[config.mk]
export PLATFORM = sky130hd
export DESIGN_NAME = window_fetcher_flat
export DESIGN_NICKNAME = d
export VERILOG_FILES = /design/src/rtl/window_pkg.sv /design/src/rtl/window_fetcher_if.sv /design/src/rtl/window_addr_counter.sv /design/src/rtl/window_fetcher.sv /design/src/flat_wrapper.sv
export SDC_FILE = /design/constraint.sdc
export NUM_CORES = 1
export LEC_CHECK = 0
export CORE_ASPECT_RATIO = 0.75
export CORE_UTILIZATION = 30
export CTS_CLUSTER_DIAMETER = 120
export DETAILED_ROUTE_END_ITERATION = 10
export PLACE_DENSITY = 0.53
export SLEW_MARGIN = 30
export SYNTH_ARGS = -nofsm -noshare
export SYNTH_HDL_FRONTEND = slang
export SYNTH_HIERARCHICAL = 1
export SYNTH_SLANG_ARGS = --single-unit
[constraint.sdc]
create_clock -name clk -period 2.2 [get_ports clk]
set_input_delay 0.22 -clock clk [delete_from_list [all_inputs] [get_ports clk]]
set_output_delay 0.22 -clock clk [all_outputs]
set_load 0.005 [all_outputs]
[src/rtl/window_pkg.sv]
// Shared definitions for the window fetcher: FSM state encoding and
// helpers that derive address/index widths from SIZE and K.
package window_pkg;

    localparam int unsigned DEF_SIZE   = 16;
    localparam int unsigned DEF_K      = 8;
    localparam int unsigned DEF_DATA_W = 16;

    typedef logic [1:0] state_t;

    localparam state_t S_IDLE = 2'd0;
    localparam state_t S_READ = 2'd1;
    localparam state_t S_LAST = 2'd2;
    localparam state_t S_DONE = 2'd3;

    function automatic int unsigned addr_w(input int unsigned size);
        return $clog2(size);
    endfunction

    function automatic int unsigned idx_w(input int unsigned k);
        return $clog2(k);
    endfunction

endpackage

[src/rtl/window_fetcher_if.sv]
// Request / window handshake bundle between the fetcher and its neighbours.
// Optional macro WINDOW_FETCHER_SUM_EN adds the sum_out signal.
interface window_fetcher_if #(
    parameter int unsigned SIZE   = 16,
    parameter int unsigned K      = 8,
    parameter int unsigned DATA_W = 16
);
    localparam int unsigned AW = $clog2(SIZE);

    logic                  start;
    logic [AW-1:0]         addr_in;
    logic                  busy;
    logic [K*DATA_W-1:0]   window_out;
    logic                  valid_out;
    logic                  ready_in;
`ifdef WINDOW_FETCHER_SUM_EN
    logic [DATA_W+$clog2(K)-1:0] sum_out;

    modport master (output start, addr_in, ready_in,
                    input  busy, window_out, valid_out, sum_out);
    modport slave  (input  start, addr_in, ready_in,
                    output busy, window_out, valid_out, sum_out);
`else
    modport master (output start, addr_in, ready_in,
                    input  busy, window_out, valid_out);
    modport slave  (input  start, addr_in, ready_in,
                    output busy, window_out, valid_out);
`endif

endinterface

[src/rtl/window_addr_counter.sv]
// Holds the running read address (base + idx, wrapped modulo SIZE) and the
// word index; flags the final index of a window.
module window_addr_counter
    import window_pkg::*;
#(
    parameter int unsigned SIZE = DEF_SIZE,
    parameter int unsigned K    = DEF_K
) (
    input  logic                       clk,
    input  logic                       rst,
    input  logic                       load_i,
    input  logic [addr_w(SIZE)-1:0]    load_addr_i,
    input  logic                       step_i,
    output logic [addr_w(SIZE)-1:0]    addr_o,
    output logic [idx_w(K)-1:0]        idx_o,
    output logic                       last_o
);
    localparam int unsigned AW = addr_w(SIZE);
    localparam int unsigned IW = idx_w(K);

    logic [AW-1:0] addr_q, addr_d;
    logic [IW-1:0] idx_q,  idx_d;

    assign addr_o = addr_q;
    assign idx_o  = idx_q;
    assign last_o = (idx_q == IW'(K - 1));

    // Next address/index: load restarts at the new base, step advances with natural AW-bit wrap
    always_comb begin
        addr_d = addr_q;
        idx_d  = idx_q;
        if (load_i) begin
            addr_d = load_addr_i;
            idx_d  = '0;
        end else if (step_i) begin
            addr_d = addr_q + 1'b1;
            idx_d  = last_o ? '0 : idx_q + 1'b1;
        end
    end

    // Address/index registers
    always_ff @(posedge clk) begin
        if (rst) begin
            addr_q <= '0;
            idx_q  <= '0;
        end else begin
            addr_q <= addr_d;
            idx_q  <= idx_d;
        end
    end

endmodule

[src/rtl/window_fetcher.sv]
// Fetches K consecutive words (wrapping modulo SIZE) from a synchronous-read
// memory and presents them as one window with a valid/ready handshake.
// Optional macro WINDOW_FETCHER_SUM_EN adds a running sum of the window.
module window_fetcher
    import window_pkg::*;
#(
    parameter int unsigned SIZE   = DEF_SIZE,
    parameter int unsigned K      = DEF_K,
    parameter int unsigned DATA_W = DEF_DATA_W
) (
    input  logic                     clk,
    input  logic                     rst,
    window_fetcher_if.slave          bus,
    output logic                     mem_rd,
    output logic [addr_w(SIZE)-1:0]  mem_addr,
    input  logic [DATA_W-1:0]        mem_data
);
    localparam int unsigned AW = addr_w(SIZE);
    localparam int unsigned IW = idx_w(K);

    state_t              state_q, state_d;
    logic                load;
    logic                step;
    logic                last;
    logic [IW-1:0]       idx;
    logic                rd_q;
    logic [IW-1:0]       slot_q;
    logic [K*DATA_W-1:0] window_q;

    assign step           = (state_q == S_READ);
    assign mem_rd         = step;
    assign bus.busy       = (state_q == S_READ) || (state_q == S_LAST);
    assign bus.valid_out  = (state_q == S_DONE);
    assign bus.window_out = window_q;

    window_addr_counter #(
        .SIZE (SIZE),
        .K    (K)
    ) u_addr_counter (
        .clk         (clk),
        .rst         (rst),
        .load_i      (load),
        .load_addr_i (bus.addr_in),
        .step_i      (step),
        .addr_o      (mem_addr),
        .idx_o       (idx),
        .last_o      (last)
    );

    // Next-state decode; a start seen in DONE together with ready chains straight into READ
    always_comb begin
        state_d = state_q;
        load    = 1'b0;
        case (state_q)
            S_IDLE: begin
                if (bus.start) begin
                    load    = 1'b1;
                    state_d = S_READ;
                end
            end
            S_READ: begin
                if (last) state_d = S_LAST;
            end
            S_LAST: state_d = S_DONE;
            S_DONE: begin
                if (bus.ready_in) begin
                    if (bus.start) begin
                        load    = 1'b1;
                        state_d = S_READ;
                    end else begin
                        state_d = S_IDLE;
                    end
                end
            end
            default: state_d = S_IDLE;
        endcase
    end

    // FSM state register
    always_ff @(posedge clk) begin
        if (rst) state_q <= S_IDLE;
        else     state_q <= state_d;
    end

    // Capture: data for issue idx=i arrives one cycle later, so the issue flag and index are delayed once
    always_ff @(posedge clk) begin
        if (rst) begin
            rd_q     <= 1'b0;
            slot_q   <= '0;
            window_q <= '0;
        end else begin
            rd_q   <= step;
            slot_q <= idx;
            for (int unsigned i = 0; i < K; i++) begin
                if (rd_q && (slot_q == IW'(i)))
                    window_q[i*DATA_W +: DATA_W] <= mem_data;
            end
        end
    end

`ifdef WINDOW_FETCHER_SUM_EN
    localparam int unsigned SW = DATA_W + $clog2(K);
    logic [SW-1:0] sum_q;

    assign bus.sum_out = sum_q;

    // Running sum of captured words, restarted on every accepted request
    always_ff @(posedge clk) begin
        if (rst)       sum_q <= '0;
        else if (load) sum_q <= '0;
        else if (rd_q) sum_q <= sum_q + SW'(mem_data);
    end
`endif

endmodule

[src/flat_wrapper.sv]
// flat-port wrapper written by rule: the top's interface ports become plain ports
module window_fetcher_flat import window_pkg::*;
#(
    parameter int unsigned SIZE   = DEF_SIZE,
    parameter int unsigned K      = DEF_K,
    parameter int unsigned DATA_W = DEF_DATA_W
)
  (clk, rst, mem_rd, mem_addr, mem_data, bus_start, bus_addr_in, bus_ready_in, bus_busy, bus_window_out, bus_valid_out);
  window_fetcher_if #(.SIZE(SIZE), .K(K), .DATA_W(DATA_W)) bus_i ();
  input  logic clk;
  input  logic rst;
  output logic mem_rd;
  output logic [addr_w(SIZE)-1:0] mem_addr;
  input  logic [DATA_W-1:0] mem_data;
  input wire logic [$bits(bus_i.start)-1:0] bus_start;
  input wire logic [$bits(bus_i.addr_in)-1:0] bus_addr_in;
  input wire logic [$bits(bus_i.ready_in)-1:0] bus_ready_in;
  output wire logic [$bits(bus_i.busy)-1:0] bus_busy;
  output wire logic [$bits(bus_i.window_out)-1:0] bus_window_out;
  output wire logic [$bits(bus_i.valid_out)-1:0] bus_valid_out;
  assign bus_i.start = bus_start;
  assign bus_i.addr_in = bus_addr_in;
  assign bus_i.ready_in = bus_ready_in;
  assign bus_busy = bus_i.busy;
  assign bus_window_out = bus_i.window_out;
  assign bus_valid_out = bus_i.valid_out;
  window_fetcher #(.SIZE(SIZE), .K(K), .DATA_W(DATA_W)) u_core (.clk(clk), .rst(rst), .bus(bus_i), .mem_rd(mem_rd), .mem_addr(mem_addr), .mem_data(mem_data));
endmodule
# After elaboration in Yosys (flattened, before gate mapping)
# Index checks and enable logic that the tools add are counted.
# classes
n_addsub	2
eq_ne	14
muxes	11
reduce_logical	14
# ops
cell	n
3-bit equality test (second input constant)	5
1-bit logical AND	8
4-bit two-way mux	2
2-bit case mux with 4 select lines	1
3-bit by 2-bit equality test with 1-bit output (second input constant)	2
2-bit two-way mux	3
4-bit by 1-bit adder with 4-bit output (second input constant)	1
2-bit equality test (second input constant)	2
2-bit != test (second input constant)	2
3-bit by 1-bit adder with 3-bit output (second input constant)	1
3-bit by 1-bit equality test with 1-bit output (second input constant)	1
3-bit zero test	1
1-bit two-way mux	3
3-bit two-way mux	1
3-bit AND reduction	1
2-bit by 1-bit equality test with 1-bit output (second input constant)	1
2-bit zero test	1
2-bit by 1-bit != test with 1-bit output (second input constant)	1
1-bit case mux with 2 select lines	1
2-bit nonzero test	1
2-bit OR reduction	1
1-bit logical OR	1
# totals
ff_bits	141

# Depth between registers and ports, before layout
# depth
depth_word	4
ltp_mapped	7
mapped_depth_nobuf	6

# Hierarchy
# Netlist, hierarchy kept.
# modules_own_cells
module	instances	cells_per_inst	area_each_um2	seq_area_each_um2
window_fetcher	1	622	4994.8	2682.6
window_addr_counter	1	35	354.1	140.1

# Least setup slack after synthesis
# OpenSTA, ideal clock, no wires.
# synth_path
path_type	reg-to-reg
startpoint	register u_core.state_q[0]
endpoint	register u_core.u_addr_counter.addr_q[0], in the netlist u_core/u_addr_counter/addr_o[0]
arrival_time_ns	1.382
t_required_ns	2.086
path_slack_ns	0.704
path_stages_with_launch	7
synth_period_minus_slack_ns	1.496
path_cell_list	dfxtp_1 -> inv_1 -> ha_1 -> nor3b_1 -> buf_2 -> mux2i_1 -> nor2_1
# synth_via
elab_chain_cells	3
elab_cells_between_ends	6
classes_between	eq/ne: 2; mux: 2; reduce/logical: 2
# synth_lines
element	line	source
start: declaration	window_fetcher.sv:21	state_t state_q, state_d;
start signal: assignment	window_fetcher.sv:82	else state_q <= state_d;
2-bit equality test or 2-bit zero test (tied branches)	window_fetcher.sv:54	case (state_q)
1-bit case mux with 2 select lines (*)	window_fetcher.sv:54	
net u_core.load	window_fetcher.sv:22	logic load;
4-bit two-way mux or 2-bit nonzero test (tied branches)	-	
end signal: assignment	window_addr_counter.sv:47	addr_q <= addr_d;
end: declaration	window_addr_counter.sv:21	logic [AW-1:0] addr_q, addr_d;
# The timed path passes the listed nets; every way through them passes the cells marked *.
# A chain may end at the register's enable or synchronous reset.

# Worst setup path in the final report
# layout_path
startpoint	register u_core.state_q[0]
endpoint	output port bus_busy
# layout_via
elab_chain_cells	2
elab_cells_between_ends	3
classes_between	eq/ne: 2; reduce/logical: 1
# layout_lines
element	line	source
2-bit by 1-bit equality test with 1-bit output or 2-bit equality test (tied branches)	window_fetcher.sv:32	assign bus.busy = (state_q == S_READ) || (state_q == S_LAST);
1-bit logical OR (*)	window_fetcher.sv:32	
end: declaration	flat_wrapper.sv:18	output wire logic [$bits(bus_i.busy)-1:0] bus_busy;
# Every way passes the cells marked *; elsewhere a longest branch is shown, timed or not.

==> run_results.csv <==
group,metric,value,unit
sta,rsz0062_at_grt,"false",
clock_tree,ctsHoldBuffers,0,
critical_path,endpoint_kind,"output pin",
sta,finalSetupTns,0,ps
grt,grt_pass1_wl,26000,µm
synthesis,synth_cell_types,33,
grt,grt_overflow,0,
synthesis,ys_ff_latch,141,
min_path,min_path_type,"primary input to flop",
drt,drt-initial-drc-count,275,
drt,viasPerCell,4.74,
drt,drc,0,
critical_path,worst-r2r-cell-count,3,
power_and_ir_drop,irDropWorstVdd,0.504,mV
critical_path,cp.required,1980,ps
sta,slew_violations,0,
grt,antenna_found_initial,0,
placed_design,io_buffers,158,
final_layout,final_common_cell,"nand2_1",
final_layout,nets,811,
critical_path,reg2reg_slack,360,ps
placed_design,dp_hpwl,11700,µm
status,status,"completed",
synthesis,avgSynthCellArea,8.14,µm²
synthesis,synth_edf_count,0,
drt,wire_per_inst,16.6,µm
final_layout,postLayoutCellArea,7640,µm²
critical_path,timing.rr.end,"u_core/bus.window_out[45]",
drt,drt_wl_total,17100,µm
floorplanning,die_y,118,µm
floorplanning,die_w,156,µm
drt,vias,4870,
critical_path,worst-path-max-fanout,4,
sta,period_minus_slack,1980,ps
placed_design,place_area,6950,µm²
grt,grt_max_degree,76,
min_path,holdPathEnd,"u_core/u_addr_counter/addr_o[1]",
sta,hold_viol,0,
min_path,min_from,"rst",
sta,timing_worst_slew_pin_value,889,ps
power_and_ir_drop,p_leak,2.55,nW
clock_tree,cts_max_level,4,
synthesis,synthCells,657,
clock_tree,root_buffer,"clkbuf_16",
clock_tree,clockBufferDepth,2,
sta,fin_skew,5.08,ps
final_layout,fin_util,0.446,
clock_tree,clock_latency,410,ps
floorplanning,ioPinCount,159,
flow_run,maxCapViolCount,0,
sta,hold_slack,214,ps
placed_design,gp_congestion,0.781,
floorplanning,die-area,18400,µm²
clock_tree,cts_buffers,17,
final_layout,area_delta_synth_final,42.8,%
placed_design,dp_cells,996,
sta,max_freq,504,MHz
critical_path,worst-setup-path-type,"flop to output pin",
grt,grt_pass1_vias,4591,
synthesis,synth_flop_cell,"dfxtp_1",
drt,ant_nets,0,
sta,worst_slack,216,ps
critical_path,cp_slowest_cell,"clkdlybuf4s50_1",
floorplanning,core,17100,µm²
critical_path,crit_chain,"inv_1 > ha_1 > clkdlybuf4s50_1",
synthesis,synth_nets,689,
clock_tree,clk_pin_slew,60,ps
final_layout,antenna_cells,0,
placed_design,pre_cts_ws,423,ps
final_layout,final_cells,1028,
final_layout,final_cell_mix,"nand2_1, clkdlybuf4s50_1, dfxtp_1",
floorplanning,row_count,41,
clock_tree,cts_tree,"yes",
synthesis,seq_area_frac_synth,0.528,
power_and_ir_drop,power_density,932,nW/µm²
grt,grt_usage,0.187,
sta,setup_viol,0,
floorplanning,initial_core_util,0.312,
final_layout,fillers,1673,
min_path,whs_path_depth,2,
synthesis,netlist_area,5350,µm²
critical_path,cp_slowest_stage_delay,510,ps
synthesis,synthArstFlopShare,0,
clock_tree,cts_sinks,141,
sta,slew_headroom,0.405,
critical_path,crit_arrival,1760,ps
drt,drtPass1Iterations,5,
sta,fin_crit_sh,0.902,
power_and_ir_drop,total_power,7.12,mW
critical_path,start_kind,"flop",
final_layout,layout-drive-gt1-share,0.0568,
critical_path,r2r_start,"u_core/slot_q[1]",
synthesis,yosys_warnings,6,
==> routing by layer <==
metal	global-route usage	routed length (µm)	vias up
met2	0.277	7210	185
met1	0.260	8210	2300
met5	0	0	-
met3	0.0574	1470	15
met4	0.0533	172	0
li1	-	-	2370
==> worst max path at each step <==
stage	slack, ps	start	end
finish	220	u_core/state_q[0]	bus_busy
global route	130	u_core/state_q[0]	bus_busy
CTS	50	u_core/state_q[1]	mem_rd
detailed placement	420	u_core/slot_q[1]	u_core/bus.window_out[47]
global placement	530	u_core/rd_q	u_core/bus.window_out[13]
floorplan	700	u_core/state_q[0]	u_core/u_addr_counter/addr_o[0]
==> cell usage after synthesis (2+ instances only) <==
cell type	instances	area, µm²
ha_1	8	100
nand2_1	257	965
nand4b_1	3	26.3
dfxtp_1	141	2820
buf_6	6	67.6
and4b_1	3	30.0
mux2i_1	5	50.1
nand4_1	3	18.8
nor2b_1	7	43.8
clkbuf_2	6	30.0
buf_4	9	67.6
nor3_1	4	20.0
nand2b_1	3	18.8
buf_2	24	120
inv_1	4	15.0
a21oi_1	132	661
and4bb_1	2	25.0
clkbuf_1	19	71.3
nor2_1	3	11.3
o21a_1	2	15.0
nand4bb_1	3	33.8
xnor2_1	2	17.5
==> timing repair <==
item	in CTS	in global routing
setup buffers	0	0
gates resized for setup	0	1
setup endpoints to repair	0	1
==> critical path, delay by kind of cell (launching register included) <==
family     cells  cell delay, ps
buf+inv        2             620
flops          1             380
fa+ha+maj      1             340
==> cells by family (layout without fill, tap and decap cells) <==
kind of cell	Yosys count	in the layout	synth area share
DFF	141	141	0.528
xor gates and xnor gates	3	3	0.00491
buffers and inverters	68	203	0.0695
AOI/OAI and AO/OA	138	138	0.132
muxes	6	6	0.0122
and+or+nand+nor	293	293	0.235
adders and majority gates	8	8	0.0187
==> state kept, by name, indices dropped and copies added, names as in the netlist <==
signal / cells
u_core/bus.window_out: 128
u_core/u_addr_counter/addr_o: 4
u_core/slot_q: 3
u_core/u_addr_counter/idx_o: 3
u_core/state_q: 2
u_core/rd_q: 1
==> power breakdown <==
group	switching [mW]	internal (mW)	total, mW
Sequential	0.122	2.68	2.80
Combinational	0.488	0.495	0.983
Clock	1.09	2.25	3.34
Total	1.70	5.42	7.12
==> cell type report <==
| cell class | instances | area (µm²) | area share |
|---|---|---|---|
| multi-input cells | 448 | 2160 | 0.282 |
| inverters | 4 | 15.0 | 0.00197 |
| clock inverters | 10 | 206 | 0.0270 |
| repair buffers | 167 | 1660 | 0.217 |
| flip-flops and latches | 141 | 2820 | 0.369 |
| well taps | 236 | 295 | 0.0387 |
| clock buffers | 22 | 484 | 0.0634 |
Note: power is estimated with default switching activity, not from simulation.
